File: src/rtl/lsu_mem_if.sv
// Load/store unit: byte-lane steering, load extension and fault checks in the
// accept cycle, with a single registered response slot.
module lsu_mem_if #(
  parameter int ADDR_LIMIT = 65536,
  parameter int CNT_W      = 32
) (
  input  logic             clk,
  input  logic             rst,
  input  logic             req_valid,
  output logic             req_ready,
  input  logic             req_we,
  input  logic [2:0]       req_funct3,
  input  logic [31:0]      req_addr,
  input  logic [31:0]      req_wdata,
  output logic             resp_valid,
  input  logic             resp_ready,
  output logic [31:0]      resp_rdata,
  output logic             resp_fault,
  output logic [31:0]      dmem_wr_addr,
  output logic [31:0]      dmem_wr_data,
  output logic [3:0]       dmem_wr_en,
  output logic [31:0]      dmem_rd_addr,
  input  logic [31:0]      dmem_rd_data,
  output logic [CNT_W-1:0] load_cnt,
  output logic [CNT_W-1:0] store_cnt,
  output logic [CNT_W-1:0] fault_cnt
);

  localparam logic [31:0] LIMIT = 32'(ADDR_LIMIT);

  logic        accept;
  logic        f3_ok;
  logic        misalign;
  logic        out_of_range;
  logic        fault;
  logic [1:0]  off;
  logic [3:0]  st_mask;
  logic [31:0] st_data;
  logic [31:0] word_sh;
  logic [31:0] ld_data;

  assign req_ready = !rst && (!resp_valid || resp_ready);
  assign accept    = req_valid && req_ready;
  assign off       = req_addr[1:0];

  always_comb begin
    f3_ok = 1'b0;
    if (req_we)
      f3_ok = (req_funct3 == 3'd0) || (req_funct3 == 3'd1) || (req_funct3 == 3'd2);
    else
      f3_ok = (req_funct3 == 3'd0) || (req_funct3 == 3'd1) || (req_funct3 == 3'd2) ||
              (req_funct3 == 3'd4) || (req_funct3 == 3'd5);
  end

  // funct3[1:0] encodes access size for every legal load and store
  assign misalign     = ((req_funct3[1:0] == 2'd1) && off[0]) ||
                        ((req_funct3[1:0] == 2'd2) && (off != 2'd0));
  assign out_of_range = (req_addr >= LIMIT);
  assign fault        = !f3_ok || misalign || out_of_range;

  always_comb begin
    st_mask = 4'b0000;
    st_data = 32'h0;
    case (req_funct3[1:0])
      2'd0: begin
        st_mask = 4'b0001 << off;
        st_data = {4{req_wdata[7:0]}};
      end
      2'd1: begin
        st_mask = 4'b0011 << off;
        st_data = {2{req_wdata[15:0]}};
      end
      2'd2: begin
        st_mask = 4'b1111;
        st_data = req_wdata;
      end
      default: begin
        st_mask = 4'b0000;
        st_data = 32'h0;
      end
    endcase
  end

  assign dmem_wr_addr = {req_addr[31:2], 2'b00};
  assign dmem_wr_data = st_data;
  assign dmem_wr_en   = (accept && req_we && !fault) ? st_mask : 4'b0000;
  assign dmem_rd_addr = {req_addr[31:2], 2'b00};

  assign word_sh = dmem_rd_data >> {off, 3'b000};

  always_comb begin
    ld_data = 32'h0;
    case (req_funct3)
      3'd0:    ld_data = {{24{word_sh[7]}}, word_sh[7:0]};
      3'd1:    ld_data = {{16{word_sh[15]}}, word_sh[15:0]};
      3'd2:    ld_data = dmem_rd_data;
      3'd4:    ld_data = {24'h0, word_sh[7:0]};
      3'd5:    ld_data = {16'h0, word_sh[15:0]};
      default: ld_data = 32'h0;
    endcase
  end

  always_ff @(posedge clk) begin
    if (rst) begin
      resp_valid <= 1'b0;
      resp_rdata <= 32'h0;
      resp_fault <= 1'b0;
      load_cnt   <= '0;
      store_cnt  <= '0;
      fault_cnt  <= '0;
    end else if (accept) begin
      resp_valid <= 1'b1;
      resp_fault <= fault;
      resp_rdata <= (fault || req_we) ? 32'h0 : ld_data;
      if (fault)
        fault_cnt <= fault_cnt + CNT_W'(1);
      else if (req_we)
        store_cnt <= store_cnt + CNT_W'(1);
      else
        load_cnt  <= load_cnt + CNT_W'(1);
    end else if (resp_ready) begin
      resp_valid <= 1'b0;
    end
  end

endmodule
File: config.mk
export PLATFORM = sky130hd
export DESIGN_NAME = lsu_mem_if
export DESIGN_NICKNAME = d
export VERILOG_FILES = /design/src/rtl/lsu_mem_if.sv
export SDC_FILE = /design/constraint.sdc
export NUM_CORES = 1
export LEC_CHECK = 0
export BUFFER_PORTS_ARGS = -buffer_cell sky130_fd_sc_hd__clkbuf_2
export CORE_AREA = 2 2 131 133
export DETAILED_ROUTE_END_ITERATION = 10
export DIE_AREA = 0 0 133 135
export HOLD_SLACK_MARGIN = 0.12
export PLACE_DENSITY = 0.79
export SLEW_MARGIN = 15
export SYNTH_ARGS = -nofsm -noshare
export SYNTH_HDL_FRONTEND = slang
export SYNTH_SLANG_ARGS = --single-unit
File: constraint.sdc
create_clock -name clk -period 6.7 [get_ports clk]
set_input_delay 0.67 -clock clk [delete_from_list [all_inputs] [get_ports clk]]
set_output_delay 0.67 -clock clk [all_outputs]
set_load 0.1 [all_outputs]
==> flow_summary.ini <==
[run_status]
status = complete, no violations

[clocking]
root_buffer = clkbuf_16
cts_setup_buffers = 0
clkTransAtPathRegs_ns = 0.06
clock-sinks = 130
cts_made_buffers = 17
cts_tree = done
cts_max_path_buffers = 2
cts-htree-levels = 4
clkLatencyLatePin_ns = 0.43
cts_resized = 0
cts_hold_buf = 0

[power]
combPwrFrac_pct = 17.6
p_leak_uw = 0.00355
cellPowerDensity_nw_per_um2 = 235
clock_power_share_pct = 45.6
ir_drop_mv = 0.166
p_switching_uw = 669
p_sw_share_pct = 31.6
p_seq_share_pct = 36.7
p_int_uw = 1440

[die]
dieWidth_um = 133
design.portCount = 335
dieArea_um2 = 18000
die_h_um = 135
core_region_area_um2 = 16400
num_rows = 47
initial_core_util_pct = 44.6

[min_path]
worstHoldStart = resp_rdata[25]
whs_path_depth = 2
min_path_type = flip-flop to flip-flop
min_to = resp_rdata[25]

[synth]
synth-edff-count = 0
synthArstFlopShare_pct = 0
synth_ff_type = dfxtp_1
syn_inst = 920
synth-seq-area-share_pct = 35.5
synth_area_um2 = 7320
synth_warnings = 0
syn_area_per_cell_um2 = 7.96
ys_ff_latch = 130
synth_cell_types = 55

[global_routing]
grt.total_usage_pct = 25.1
grt_pass1_wl_um = 36000
grt_pass1_vias = 6901
grt-ovfl-total = 0
grt_max_degree = 80
antenna_found_initial = 0

[timing]
finalCriticalPeriod_ns = 4.47
slew_headroom_pct = 22.5
hold_viol_final = 0
fmax_mhz = 224
holdWs_ns = 0.453
tns_ns = 0
finClkSkew_ns = 0.00856
rsz0062_at_grt = false
tightest_slew_ns = 1.16
fin_crit_sh_pct = 66.7
setup_viol_count_final = 0
finalMaxSlewViolations = 0

[final_layout]
fill_cells = 1548
drive_gt1_share_pct = 29.9
area_delta_synth_final_pct = 23.1
nNetsFinal = 1225
antenna_cells = 0
final_cells = 1351

[drt]
via_per_inst = 5.82
drtIter0Drc = 727
wl_per_cell_um = 17.4
drc = 0
via_count = 7866
drt_pass1_iterations = 5
wl_um = 23500
antenna_left = 0

[worst_setup_path]
cp.arrival_ns = 3.80
path_max_fanout = 26
reg2reg_setup_slack_ns = 4.02
crit_type = primary input to output pin
worstSetupEndpointType = output pin
start_kind = primary input
reg2reg_to = load_cnt[19]
worstPathRequired_ns = 6.03
worst_r2r_startpoint = resp_valid
reg2regPathDepth = 5

[placement]
dp_cells = 1319
dp_hpwl_um = 17300
place_congestion = 0.909
numPortBuffers = 288

[flow_run]
drv_cap = 0
==> power by group through the flow <==
stage	Combinational [uW]	Clock [uW]	Sequential [uW]
finish	373	964	777
global route	387	1010	777
CTS	372	975	776
detailed placement	370	0	793
global placement	369	0	793
floorplan	371	0	804
==> worst max-delay path by stage <==
stage / startpoint / endpoint / slack [ns] / cells after the start
detailed placement: req_addr[29] / dmem_wr_en[3] / 2.34 / 6
CTS: req_addr[29] / dmem_wr_en[3] / 2.34 / 6
global placement: req_addr[29] / dmem_wr_en[3] / 2.39 / 6
finish: req_addr[29] / dmem_wr_en[3] / 2.23 / 6
floorplan: req_funct3[0] / dmem_wr_en[3] / 1.70 / 6
global route: req_addr[29] / dmem_wr_en[3] / 1.96 / 6
==> state kept, by name (all words and copies together), names as in the netlist <==
name and count:
resp_valid 1, store_cnt 32, resp_rdata 32, fault_cnt 32, load_cnt 32, resp_fault 1
==> metal layers <==
metal  up-vias  part of all wire, %  GRT usage, %
met4         0                  2.6          10.4
met1      3719                   40          29.2
met5         -                    0             0
met2       325                   51          44.5
li1       3776                    -             -
met3        46                  6.3          5.48
==> kinds of logic (layout without fill, tap and decap cells) <==
| kind of cell | after synthesis | count (layout) | share of synthesized area (%) |
|---|---|---|---|
| AND/OR/NAND/NOR | 328 | 328 | 24.4 |
| other | 1 | 4 | 0.0512 |
| XOR/XNOR | 21 | 21 | 2.51 |
| adder cells (fa/ha/maj) | 3 | 3 | 0.513 |
| flip-flops | 130 | 130 | 35.5 |
| AO/OA/AOI/OAI | 285 | 285 | 24.3 |
| buffers and inverters | 139 | 347 | 10.5 |
| multiplexers | 13 | 13 | 2.07 |
==> cell usage after synthesis, types with 21 or more instances <==
| cell | count | area share, % |
|---|---|---|
| a21oi_1 | 98 | 6.7 |
| a22oi_1 | 23 | 2.4 |
| buf_4 | 64 | 6.6 |
| clkbuf_1 | 47 | 2.4 |
| dfxtp_1 | 130 | 36 |
| inv_1 | 21 | 1.1 |
| nand2_1 | 69 | 3.5 |
| nand3_1 | 34 | 2.3 |
| nand4_1 | 29 | 2.5 |
| nor2_1 | 50 | 2.6 |
| nor4_1 | 21 | 1.8 |
| o21ai_0 | 71 | 4.9 |
| o31ai_1 | 34 | 3.5 |
| or3_1 | 29 | 2.5 |
| or4_1 | 37 | 3.8 |
==> worst max-delay path: stages <==
cell	delay, ns
clkbuf_2	0.11
nor4_1	0.61
nand3_2	0.62
nor3_1	1.01
a21boi_0	0.27
clkbuf_2	0.49
==> layout make-up <==
class,count,area (um2),share of cell area [%]
Timing Repair Buffer,293,1480,16.4
Clock inverter,13,159,1.76
Sequential cell,130,2600,28.9
Clock buffer,19,453,5.03
Tap cell,220,275,3.05
Multi-Input combinational cell,654,3960,43.9
Inverter,22,82.6,0.916
==> metrics by stage <==
| step | area [um2] | total power (uW) | util [%] | setup slack (ns) |
|---|---|---|---|---|
| 6_report | 9010 | 2110 | 54.9 | 2.23 |
| 5_1_grt | 9010 | 2170 | 54.9 | 1.96 |
| 4_1_cts | 9010 | 2120 | 54.9 | 2.34 |
| 3_5_place_dp | 8400 | 1160 | 51.2 | 2.34 |
| 3_3_place_gp | 8400 | 1160 | 51.2 | 2.39 |
| 2_1_floorplan | 7330 | 1180 | - | 1.70 |
==> cells in the final DEF (no fill, tap or decap), types with 6 or more instances in the layout <==
cell	count
o2bb2ai_1	7
inv_1	21
nor2_1	50
nor2b_1	13
clkbuf_2	287
a22oi_1	23
a21o_1	8
nor4_1	21
dfxtp_1	130
xnor2_1	17
mux2_2	7
o21ai_0	71
nand4_1	29
and2_1	12
or4_1	37
o31ai_1	34
nand3_1	34
a22o_1	15
and4_1	9
nand2_1	69
buf_4	6
clkbuf_16	17
a21oi_1	98
and3_1	11
or3_1	29
No activity file was read; power rests on OpenSTA's default activity.
